===== src/rtl/stage3_hazard_controller_pkg.sv =====
`default_nettype none
// ============================================================================
// Module  : stage3_hazard_controller_pkg
// Brief   : Shared types and helpers for the stage-3 hazard controller
//           (mul/div sequencer state encoding, register-address compare).
// Revision: 1.0 - initial release
// ============================================================================
package stage3_hazard_controller_pkg;

  // Architectural register address width (x0..x31)
  localparam int c_REG_ADDR_W = 5;

  // Mul/div sequencer states; encodings are fixed so debug dumps stay stable
  typedef enum logic [1:0] {
    ST_IDLE     = 2'd0,
    ST_MD_START = 2'd1,
    ST_MD_WAIT  = 2'd2,
    ST_MD_DONE  = 2'd3
  } md_state_t;

  // True when an operand is actually read and names the given register
  function automatic logic src_hit(
    input logic                    i_used,
    input logic [c_REG_ADDR_W-1:0] i_src,
    input logic [c_REG_ADDR_W-1:0] i_dst
  );
    return i_used && (i_src == i_dst);
  endfunction

endpackage
`default_nettype wire


===== src/rtl/stage3_hazard_controller_load_use_detector.sv =====
`default_nettype none
// ============================================================================
// Module  : stage3_hazard_controller_load_use_detector
// Brief   : Combinational load-use compare between the stage-3 load
//           destination and the stage-2 source operands. x0 never hazards.
// Revision: 1.0 - initial release
// ============================================================================
module stage3_hazard_controller_load_use_detector
  import stage3_hazard_controller_pkg::*;
(
  input  logic                    i_ex_mem_read,
  input  logic [c_REG_ADDR_W-1:0] i_ex_addr,
  input  logic [c_REG_ADDR_W-1:0] i_id_addr1,
  input  logic [c_REG_ADDR_W-1:0] i_id_addr2,
  input  logic                    i_id_uses_rs1,
  input  logic                    i_id_uses_rs2,
  output logic                    o_load_use
);

  logic w_dst_valid;
  logic w_rs1_hit;
  logic w_rs2_hit;

  // A load into x0 produces nothing worth waiting for
  assign w_dst_valid = i_ex_mem_read && (i_ex_addr != '0);
  assign w_rs1_hit   = src_hit(i_id_uses_rs1, i_id_addr1, i_ex_addr);
  assign w_rs2_hit   = src_hit(i_id_uses_rs2, i_id_addr2, i_ex_addr);
  assign o_load_use  = w_dst_valid && (w_rs1_hit || w_rs2_hit);

endmodule
`default_nettype wire


===== src/rtl/stage3_hazard_controller.sv =====
`default_nettype none
// ============================================================================
// Module  : stage3_hazard_controller
// Brief   : Stall/flush sequencer for the RV32IM pipeline. Bubbles on
//           load-use, flushes on a taken stage-3 branch, holds the front end
//           across iterative mul/div ops (START/DONE handshake + watchdog) and
//           keeps a saturating stall-cycle count.
// Revision: 1.0 - initial release
// ============================================================================
module stage3_hazard_controller
  import stage3_hazard_controller_pkg::*;
#(
  parameter int MD_TIMEOUT = 40,
  parameter int CNT_W      = 32
) (
  input  logic                    i_clk,
  input  logic                    i_reset,
  input  logic [c_REG_ADDR_W-1:0] i_id_addr1,
  input  logic [c_REG_ADDR_W-1:0] i_id_addr2,
  input  logic                    i_id_uses_rs1,
  input  logic                    i_id_uses_rs2,
  input  logic                    i_ex_mem_read,
  input  logic [c_REG_ADDR_W-1:0] i_ex_addr,
  input  logic                    i_ex_muldiv_en,
  input  logic                    i_muldiv_done,
  input  logic                    i_branch_taken,
  output logic                    o_pc_stall,
  output logic                    o_if_id_stall,
  output logic                    o_id_ex_stall,
  output logic                    o_id_ex_bubble,
  output logic                    o_ex_mem_bubble,
  output logic                    o_if_id_flush,
  output logic                    o_muldiv_start,
  output logic                    o_muldiv_busy,
  output logic                    o_md_timeout_err,
  output logic [CNT_W-1:0]        o_stall_count
);

  localparam int                  c_WAIT_W    = $clog2(MD_TIMEOUT);
  localparam logic [c_WAIT_W-1:0] c_WAIT_LAST = c_WAIT_W'(MD_TIMEOUT - 1);

  md_state_t             r_state;
  logic [c_WAIT_W-1:0]   r_wait_cnt;
  logic                  r_start;
  logic                  r_timeout_err;
  logic [CNT_W-1:0]      r_stall_cnt;

  logic                  w_load_use;
  logic                  w_md_hold;

  stage3_hazard_controller_load_use_detector u_load_use (
    .i_ex_mem_read (i_ex_mem_read),
    .i_ex_addr     (i_ex_addr),
    .i_id_addr1    (i_id_addr1),
    .i_id_addr2    (i_id_addr2),
    .i_id_uses_rs1 (i_id_uses_rs1),
    .i_id_uses_rs2 (i_id_uses_rs2),
    .o_load_use    (w_load_use)
  );

  // The hold starts in the same cycle the M-op is first seen in IDLE so the
  // front end never slips past it; MD_DONE releases so the op can retire.
  assign w_md_hold = ((r_state == ST_IDLE) && i_ex_muldiv_en) ||
                     (r_state == ST_MD_START) ||
                     (r_state == ST_MD_WAIT);

  // Mul/div sequencer with watchdog; START is registered so it is exactly
  // the MD_START cycle. A branch coincident with an M-op does not stop it.
  always_ff @(posedge i_clk or posedge i_reset) begin
    if (i_reset) begin
      r_state       <= ST_IDLE;
      r_wait_cnt    <= '0;
      r_start       <= 1'b0;
      r_timeout_err <= 1'b0;
    end else begin
      r_start <= 1'b0;
      case (r_state)
        ST_IDLE: begin
          if (i_ex_muldiv_en) begin
            r_state <= ST_MD_START;
            r_start <= 1'b1;
          end
        end
        ST_MD_START: begin
          r_state <= i_muldiv_done ? ST_MD_DONE : ST_MD_WAIT;
        end
        ST_MD_WAIT: begin
          if (i_muldiv_done) begin
            r_state <= ST_MD_DONE;
          end else if (r_wait_cnt == c_WAIT_LAST) begin
            r_state       <= ST_MD_DONE;
            r_timeout_err <= 1'b1;
          end else begin
            r_wait_cnt <= r_wait_cnt + 1'b1;
          end
        end
        ST_MD_DONE: begin
          r_state    <= ST_IDLE;
          r_wait_cnt <= '0;
        end
        default: begin
          r_state    <= ST_IDLE;
          r_wait_cnt <= '0;
        end
      endcase
    end
  end

  // Priority-encoded pipeline controls: branch flush, then M-op hold, then load-use
  always_comb begin
    o_pc_stall      = 1'b0;
    o_if_id_stall   = 1'b0;
    o_id_ex_stall   = 1'b0;
    o_id_ex_bubble  = 1'b0;
    o_ex_mem_bubble = 1'b0;
    o_if_id_flush   = 1'b0;
    if (i_branch_taken) begin
      o_if_id_flush  = 1'b1;
      o_id_ex_bubble = 1'b1;
    end else if (w_md_hold) begin
      o_pc_stall      = 1'b1;
      o_if_id_stall   = 1'b1;
      o_id_ex_stall   = 1'b1;
      o_ex_mem_bubble = 1'b1;
    end else if (w_load_use) begin
      o_pc_stall     = 1'b1;
      o_if_id_stall  = 1'b1;
      o_id_ex_bubble = 1'b1;
    end
  end

  // Saturating count of PC-stall cycles for performance monitoring
  always_ff @(posedge i_clk or posedge i_reset) begin
    if (i_reset) begin
      r_stall_cnt <= '0;
    end else if (o_pc_stall && (r_stall_cnt != {CNT_W{1'b1}})) begin
      r_stall_cnt <= r_stall_cnt + 1'b1;
    end
  end

  assign o_muldiv_start   = r_start;
  assign o_muldiv_busy    = (r_state == ST_MD_START) || (r_state == ST_MD_WAIT);
  assign o_md_timeout_err = r_timeout_err;
  assign o_stall_count    = r_stall_cnt;

endmodule
`default_nettype wire


===== config.mk =====
export PLATFORM = sky130hd
export DESIGN_NAME = stage3_hazard_controller
export DESIGN_NICKNAME = d
export VERILOG_FILES = /design/src/rtl/stage3_hazard_controller_pkg.sv /design/src/rtl/stage3_hazard_controller_load_use_detector.sv /design/src/rtl/stage3_hazard_controller.sv
export SDC_FILE = /design/constraint.sdc
export NUM_CORES = 1
export LEC_CHECK = 0
export CAP_MARGIN = 20
export CORE_AREA = 2 2 85 70
export CTS_CLUSTER_DIAMETER = 30
export DETAILED_ROUTE_END_ITERATION = 16
export DIE_AREA = 0 0 87 72
export PLACE_DENSITY = 0.74
export SYNTH_ARGS = -nofsm -noshare
export SYNTH_HDL_FRONTEND = slang
export SYNTH_SLANG_ARGS = --single-unit

===== constraint.sdc =====
create_clock -name i_clk -period 2.2 [get_ports i_clk]
set_input_delay 0.33 -clock i_clk [delete_from_list [all_inputs] [get_ports i_clk]]
set_output_delay 0.33 -clock i_clk [all_outputs]
set_load 0.01 [all_outputs]

==> results of run 1 <==
[worst max-delay path, stage by stage, from the launching register on]
cell,delay [ps]
sky130_fd_sc_hd__dfrtp_1,380
sky130_fd_sc_hd__and3_1,200
sky130_fd_sc_hd__and2_4,170
sky130_fd_sc_hd__and3_1,200
sky130_fd_sc_hd__and4_4,190
sky130_fd_sc_hd__a221oi_4,290
sky130_fd_sc_hd__buf_4,240
sky130_fd_sc_hd__mux2_4,310
[final timing paths]
check	end	depth (start not counted)
setup / recovery	o_stall_count[1]	7
hold / removal	o_stall_count[10]	3
setup reg to reg	o_stall_count[1]	7
hold reg to reg	o_md_timeout_err	1
max in group asynchronous	o_muldiv_start	3
min in group i_clk	o_md_timeout_err	1
[final cells by class]
cell class | instances | area [um^2]
Inverter | 9 | 33.8
Clock inverter | 2 | 13.8
Fill cell | 458 | 2120
Multi-Input combinational cell | 156 | 1150
Tap cell | 65 | 81.3
Timing Repair Buffer | 90 | 856
Clock buffer | 6 | 72.6
Sequential cell | 42 | 1050
[synthesized netlist by cell type (6+ instances only)]
cell                      number
sky130_fd_sc_hd__xnor2_1      39
sky130_fd_sc_hd__ha_1          7
sky130_fd_sc_hd__dfrtp_1      42
sky130_fd_sc_hd__nand4_1      18
sky130_fd_sc_hd__nand2_1      15
sky130_fd_sc_hd__inv_1         9
sky130_fd_sc_hd__and4_1        6
sky130_fd_sc_hd__o21ai_0       9
sky130_fd_sc_hd__nor2_1        8
sky130_fd_sc_hd__nand3_1      14
sky130_fd_sc_hd__and3_1        9
[layer usage]
layer	up-vias	global-route usage
li1	935	-
met1	941	0.239
met2	68	0.277
met3	6	0.0580
met4	0	0.0295
met5	-	0
[power by group]
group	internal (mW)	switching (mW)	leakage, nW
logic	0.536	0.471	0.818
clock network	0.224	0.268	0.0452
registers	0.863	0.105	0.572
[logic make-up after synthesis]
logic type / Yosys count / synth area share
AND/OR/NAND/NOR: 81 / 0.204
multiplexers: 3 / 0.0144
flip-flops: 42 / 0.464
adder cells (fa/ha/maj): 7 / 0.0387
AO/OA/AOI/OAI: 24 / 0.0723
buffers and inverters: 18 / 0.0480
XOR/XNOR: 41 / 0.158
[what timing repair did]
item                                    CTS  global route
endpoints found under the setup margin   29            36
pin swaps                                15             8
resized for setup                        33            10
buffers inserted                          7             3
cloned                                    2             0
[registers in the layout, indices dropped and copies added, names as in the netlist]
signal and count:
o_stall_count 32, r_wait_cnt 6, o_md_timeout_err 1, r_state 2
o_muldiv_start 1
[metrics by stage]
step	hold WS, ps	setup TNS (ps)	instances	util
2_1_floorplan	444	0	216	-
3_3_place_gp	466	-10820	352	0.566
3_5_place_dp	465	-12100	352	0.566
4_1_cts	482	0	368	0.604
5_1_grt	499	-48.0	370	0.606
6_report	460	0	370	0.606
==> out/qor.json, run 1 <==
{
  "cts_tree": {"value": "yes"},
  "drt-wirelength-per-cell": {"value": 14.4, "unit": "um"},
  "critical_path_required": {"value": 2380, "unit": "ps"},
  "criticalPathCategory": {"value": "reg2reg"},
  "timing.slew.headroom": {"value": 0.654},
  "num_vias": {"value": 1950},
  "cts-buffers-inserted": {"value": 5},
  "top_layer_used": {"value": "met4"},
  "layout.cells.most_common_list": {"value": "43 x sky130_fd_sc_hd__clkdlybuf4s50_1, 42 x sky130_fd_sc_hd__dfrtp_1, 38 x sky130_fd_sc_hd__xnor2_1"},
  "min_path_type": {"value": "in2async"},
  "placed_cell_areas": {"value": 0.00304, "unit": "mm^2"},
  "die_area": {"value": 0.00626, "unit": "mm^2"},
  "cts.path.max_buffers": {"value": 2},
  "post-synth-top-area-cell": {"value": "sky130_fd_sc_hd__dfrtp_1"},
  "synth_largest_type_area_fraction": {"value": 0.464},
  "chipWidth": {"value": 87, "unit": "um"},
  "detail_route.first_pass.iterations": {"value": 4},
  "synth.yosys.seq_area_share": {"value": 0.464},
  "mostFrequentLayoutCell": {"value": "sky130_fd_sc_hd__clkdlybuf4s50_1"},
  "synth.distinct_cells": {"value": 32},
  "global_route.overflow_total": {"value": 0},
  "r2r_setup_slack": {"value": 100, "unit": "ps"},
  "antenna-diode-count": {"value": 0},
  "route.detailed.vias_per_inst": {"value": 5.27},
  "core_region_area": {"value": 0.00538, "unit": "mm^2"},
  "hold_buffers": {"value": 0},
  "die-height": {"value": 72, "unit": "um"},
  "timing.critical_path.from": {"value": "o_stall_count[13]"},
  "power.density_cell_area": {"value": 757, "unit": "mW/mm^2"},
  "worst_clock_skew": {"value": 8.64, "unit": "ps"},
  "stdcell_area": {"value": 0.00326, "unit": "mm^2"},
  "post_synth_inst_count": {"value": 216},
  "ys_dominant_reg_cell": {"value": "sky130_fd_sc_hd__dfrtp_1"},
  "routed_wl": {"value": 5320, "unit": "um"},
  "drcViolationCount": {"value": 0},
  "asyncSetResetFlopFracSynth": {"value": 1.00},
  "first_pass_grt_wire_length": {"value": 8650, "unit": "um"},
  "finalHoldViolCount": {"value": 0},
  "worst-path-max-fanout": {"value": 9},
  "io_buffers": {"value": 63},
  "layout-drive-gt1-share": {"value": 0.177},
  "ys_top_cells_by_area": {"value": "sky130_fd_sc_hd__dfrtp_1 46%, sky130_fd_sc_hd__xnor2_1 15%, sky130_fd_sc_hd__nand4_1 5.0%"},
  "cts_h_tree_lvls": {"value": 2},
  "number_of_global_route_vias_before_repair": {"value": 1917},
  "clkSlewWorstSetupHoldPaths": {"value": 80, "unit": "ps"},
  "post_synthesis_net_count": {"value": 246},
  "min_period_over_period": {"value": 0.956},
  "timing.critical_path.arrival": {"value": 2290, "unit": "ps"},
  "vdd.ir_drop.worst": {"value": 0.614, "unit": "mV"},
  "gr-usage-all-layers": {"value": 0.175},
  "dp_hpwl": {"value": 3840, "unit": "um"},
  "met2RoutedLength": {"value": 2380, "unit": "um"},
  "gp_routability_congestion": {"value": 0.749},
  "reg2reg_from": {"value": "o_stall_count[13]"},
  "final_antenna_net_count": {"value": 0},
  "drc_marker_count_from_the_first_detailed_route_iteration": {"value": 150},
  "synth_enable_flop_cells": {"value": 0},
  "timing.critical_path.from_type": {"value": "register"},
  "finalNetCount": {"value": 334},
  "status": {"value": "complete, no violations"},
  "power.leakage": {"value": 1.44, "unit": "nW"},
  "std_cell_rows": {"value": 24},
  "end_kind": {"value": "register"},
  "area_delta_synth_final": {"value": 43.8, "unit": "%"},
  "detailroute.wirelength.met3": {"value": 398, "unit": "um"},
  "synth_area": {"value": 0.00227, "unit": "mm^2"},
  "total_power": {"value": 2.47, "unit": "mW"},
  "insertion_delay": {"value": 300, "unit": "ps"},
  "finalWorstPathRequiredPeriod": {"value": 2100, "unit": "ps"},
  "num_io_pins": {"value": 64},
  "drt-met1-wl": {"value": 2500, "unit": "um"},
  "max-cap-violations": {"value": 0},
  "clock_sinks": {"value": 42},
  "fmax": {"value": 475, "unit": "MHz"},
  "layout_setup_ws": {"value": 95.8, "unit": "ps"},
  "cts_root_buffer": {"value": "sky130_fd_sc_hd__clkbuf_8"},
  "final-max-slew-violation-count": {"value": 0},
  "antenna_violations_before_repair": {"value": 0},
  "syn_area_per_cell": {"value": 10.5, "unit": "um^2"},
  "post-place-ws": {"value": -531, "unit": "ps"},
  "synth-seq-cells": {"value": 42},
  "start_util": {"value": 0.422},
  "synth_warnings": {"value": 0},
  "grt_max_degree": {"value": 43},
  "setup-violations-final": {"value": 0},
  "max_slew.worst_pin.slew": {"value": 520, "unit": "ps"}
}
Power figures use the tool's default switching activity.
==> inputs of run 2 (changes only) <==
Settings changed: CORE_AREA 2 2 85 70 to 2 2 85 71, DIE_AREA 0 0 87 72 to 0 0 87 73, MAX_ROUTING_LAYER set to met4, PLACE_DENSITY 0.74 to 0.75, SYNTH_HIERARCHICAL set to 1.
==> out/qor.json, run 2 <==
{
  "timing.slew.headroom": {"value": 0.649},
  "synth_commonest_cells": {"value": "42 x sky130_fd_sc_hd__dfrtp_1, 22 x sky130_fd_sc_hd__xor2_1, 18 x sky130_fd_sc_hd__nand3_1"},
  "gr-usage-all-layers": {"value": 0.187},
  "asyncSetResetFlopFracSynth": {"value": 1.00},
  "slowest_delay": {"value": 350, "unit": "ps"},
  "synth_area": {"value": 0.00236, "unit": "mm^2"},
  "chipWidth": {"value": 87, "unit": "um"},
  "drc_marker_count_from_the_first_detailed_route_iteration": {"value": 122},
  "route.detailed.vias_per_inst": {"value": 5.29},
  "cts_root_buffer": {"value": "sky130_fd_sc_hd__clkbuf_8"},
  "hold_buffers": {"value": 0},
  "std_cell_rows": {"value": 25},
  "cts_tree": {"value": "yes"},
  "synth-seq-cells": {"value": 42},
  "post-synth-top-area-cell": {"value": "sky130_fd_sc_hd__dfrtp_1"},
  "post_synthesis_net_count": {"value": 261},
  "grt_setup_unrepaired": {"value": "yes"},
  "max-cap-violations": {"value": 0},
  "antenna_violations_before_repair": {"value": 0},
  "max_slew.worst_pin.slew": {"value": 526, "unit": "ps"},
  "num_io_pins": {"value": 64},
  "clock_sinks": {"value": 42},
  "post_synth_inst_count": {"value": 231},
  "die_area": {"value": 0.00635, "unit": "mm^2"},
  "layout-drive-gt1-share": {"value": 0.270},
  "hold_slack": {"value": 467, "unit": "ps"},
  "status": {"value": "finished, violations left"},
  "detail_route.first_pass.iterations": {"value": 5},
  "critical_path_required": {"value": 2380, "unit": "ps"},
  "area_delta_synth_final": {"value": 52.8, "unit": "%"},
  "global_route.overflow_total": {"value": 0},
  "layout.cells.most_common_list": {"value": "44 x sky130_fd_sc_hd__clkdlybuf4s50_1, 42 x sky130_fd_sc_hd__dfrtp_1, 28 x sky130_fd_sc_hd__buf_4"},
  "clkSlewWorstSetupHoldPaths": {"value": 80, "unit": "ps"},
  "worst-path-max-fanout": {"value": 5},
  "synth_largest_type_area_fraction": {"value": 0.446},
  "end_kind": {"value": "register"},
  "first_pass_grt_wire_length": {"value": 9190, "unit": "um"},
  "dp_cells": {"value": 378},
  "start_util": {"value": 0.421},
  "grt_max_degree": {"value": 43},
  "critPathBufInv": {"value": 5},
  "layout_setup_ws": {"value": -86.8, "unit": "ps"},
  "power.leakage": {"value": 1.57, "unit": "nW"},
  "criticalPathCategory": {"value": "in2reg"},
  "final-max-slew-violation-count": {"value": 0},
  "final-instance-count-excl-fill": {"value": 397},
  "finalWorstPathRequiredPeriod": {"value": 2290, "unit": "ps"},
  "max_ffs_per_register": {"value": 32},
  "final_antenna_net_count": {"value": 0},
  "die-height": {"value": 73, "unit": "um"},
  "power.density_cell_area": {"value": 834, "unit": "mW/mm^2"},
  "cts_h_tree_lvls": {"value": 2},
  "most_frequent_cell_on_the_critical_path": {"value": "sky130_fd_sc_hd__buf_4"},
  "drt-wirelength-per-cell": {"value": 15.4, "unit": "um"},
  "min_path_type": {"value": "in2async"},
  "cts.path.max_buffers": {"value": 2},
  "finalNetCount": {"value": 360},
  "mostFrequentLayoutCell": {"value": "sky130_fd_sc_hd__clkdlybuf4s50_1"},
  "cpMaxStageDelayCell": {"value": "sky130_fd_sc_hd__nor4_1"},
  "vdd.ir_drop.worst": {"value": 0.591, "unit": "mV"},
  "finalHoldViolCount": {"value": 0},
  "num_vias": {"value": 2101},
  "failing_checks": {"value": "negative setup slack"},
  "syn_area_per_cell": {"value": 10.2, "unit": "um^2"},
  "critPathTopFamily": {"value": "buffers and inverters"},
  "drcViolationCount": {"value": 0},
  "io_buffers": {"value": 63},
  "cts-buffers-inserted": {"value": 5},
  "min_period_over_period": {"value": 1.04},
  "ys_dominant_reg_cell": {"value": "sky130_fd_sc_hd__dfrtp_1"},
  "synth.yosys.seq_area_share": {"value": 0.446},
  "worst_clock_skew": {"value": 5.65, "unit": "ps"},
  "synth_warnings": {"value": 6},
  "fmax": {"value": 437, "unit": "MHz"},
  "setup-violations-final": {"value": 7},
  "ys_top_cells_by_area": {"value": "sky130_fd_sc_hd__dfrtp_1 45%, sky130_fd_sc_hd__xor2_1 8.2%, sky130_fd_sc_hd__xnor2_1 6.3%"},
  "antenna-diode-count": {"value": 0},
  "dp_hpwl": {"value": 4060, "unit": "um"},
  "timing.critical_path.from_type": {"value": "input port"},
  "gp_routability_congestion": {"value": 0.851},
  "synth_enable_flop_cells": {"value": 0},
  "core_region_area": {"value": 0.00560, "unit": "mm^2"},
  "routed_wl": {"value": 6100, "unit": "um"},
  "insertion_delay": {"value": 290, "unit": "ps"},
  "critical_path.cell_chain": {"value": "buf_6 -> xor2_1 -> nor4_1 -> nand3_1 -> a21oi_2 -> inv_1 -> a21o_1 -> buf_4 -> buf_4 -> a2111oi_4 -> buf_4 -> nand3_1 -> xnor2_1"},
  "cell_with_the_most_instances_after_synthesis": {"value": "sky130_fd_sc_hd__dfrtp_1"},
  "timing.critical_path.arrival": {"value": 2470, "unit": "ps"},
  "number_of_global_route_vias_before_repair": {"value": 1981},
  "synth.distinct_cells": {"value": 47}
}
## run 2: layout make-up
| cell class | instances | area, um^2 |
|---|---|---|
| clock buffers | 6 | 82.6 |
| multi-input cells | 173 | 1410 |
| clock inverters | 1 | 30.0 |
| well taps | 67 | 83.8 |
| fillers | 426 | 1990 |
| repair buffers | 99 | 912 |
| inverters | 9 | 33.8 |
| flip-flops and latches | 42 | 1050 |
## run 2: logic make-up after synthesis
family / Yosys count / synth area share
AO/OA/AOI/OAI: 27 / 0.0838
XOR/XNOR: 39 / 0.145
adder cells (fa/ha/maj): 7 / 0.0371
buffers and inverters: 16 / 0.0366
flip-flops: 42 / 0.446
multiplexers: 4 / 0.0202
AND/OR/NAND/NOR: 96 / 0.232
## run 2: repair_timing
| item | 4_1_cts | 5_1_grt |
|---|---|---|
| pin swaps | 21 | 26 |
| setup endpoints to repair | 36 | 25 |
| buffers inserted | 3 | 10 |
| resized for setup | 55 | 43 |
## run 2: worst register-to-register path, delay by kind of cell, from the launching register on
family	cells	cell delay (ps)
xor gates and xnor gates	1	140
DFF	1	390
AOI/OAI and AO/OA	3	510
buffers and inverters	5	790
adders and majority gates	1	210
and+or+nand+nor	1	100
## run 2: power by group
part | switching [mW] | internal, mW | leakage (nW)
combinational | 0.613 | 0.781 | 0.963
clock | 0.253 | 0.363 | 0.0573
sequential | 0.112 | 0.886 | 0.553
total | 0.977 | 2.03 | 1.57
## run 2: per-layer routing
layer / vias up / track usage / routed length [um]
met1: 1028 / 0.243 / 2790
li1: 1016 / - / -
met3: 8 / 0.0373 / 218
met4: 0 / 0.0556 / 82
met5: - / - / 0
met2: 49 / 0.296 / 3010
## run 2: final timing paths
check / slack [ps] / cells past startpoint / endpoint / startpoint
hold / removal: 470 / 3 / r_state[0] / i_reset
max in group asynchronous: 1370 / 3 / o_stall_count[17] / i_reset
hold reg to reg: 480 / 2 / o_md_timeout_err / o_md_timeout_err
setup reg to reg: -40 / 11 / o_stall_count[20] / r_state[1]
min in group i_clk: 480 / 2 / o_md_timeout_err / o_md_timeout_err
setup / recovery: -90 / 13 / o_stall_count[20] / i_id_addr2[0]
## run 2: metrics by stage
| stage | power, mW | utilization | cell area [um^2] | setup slack [ps] | TNS (ps) |
|---|---|---|---|---|---|
| floorplan | 1.60 | - | 2370 | -10.9 | -32.5 |
| global placement | 2.11 | 0.573 | 3210 | -599 | -15810 |
| detailed placement | 2.13 | 0.573 | 3210 | -702 | -17250 |
| CTS | 2.78 | 0.608 | 3410 | 4.92 | 0 |
| global route | 3.18 | 0.644 | 3600 | -197 | -1930 |
| finish | 3.01 | 0.644 | 3600 | -86.8 | -418 |
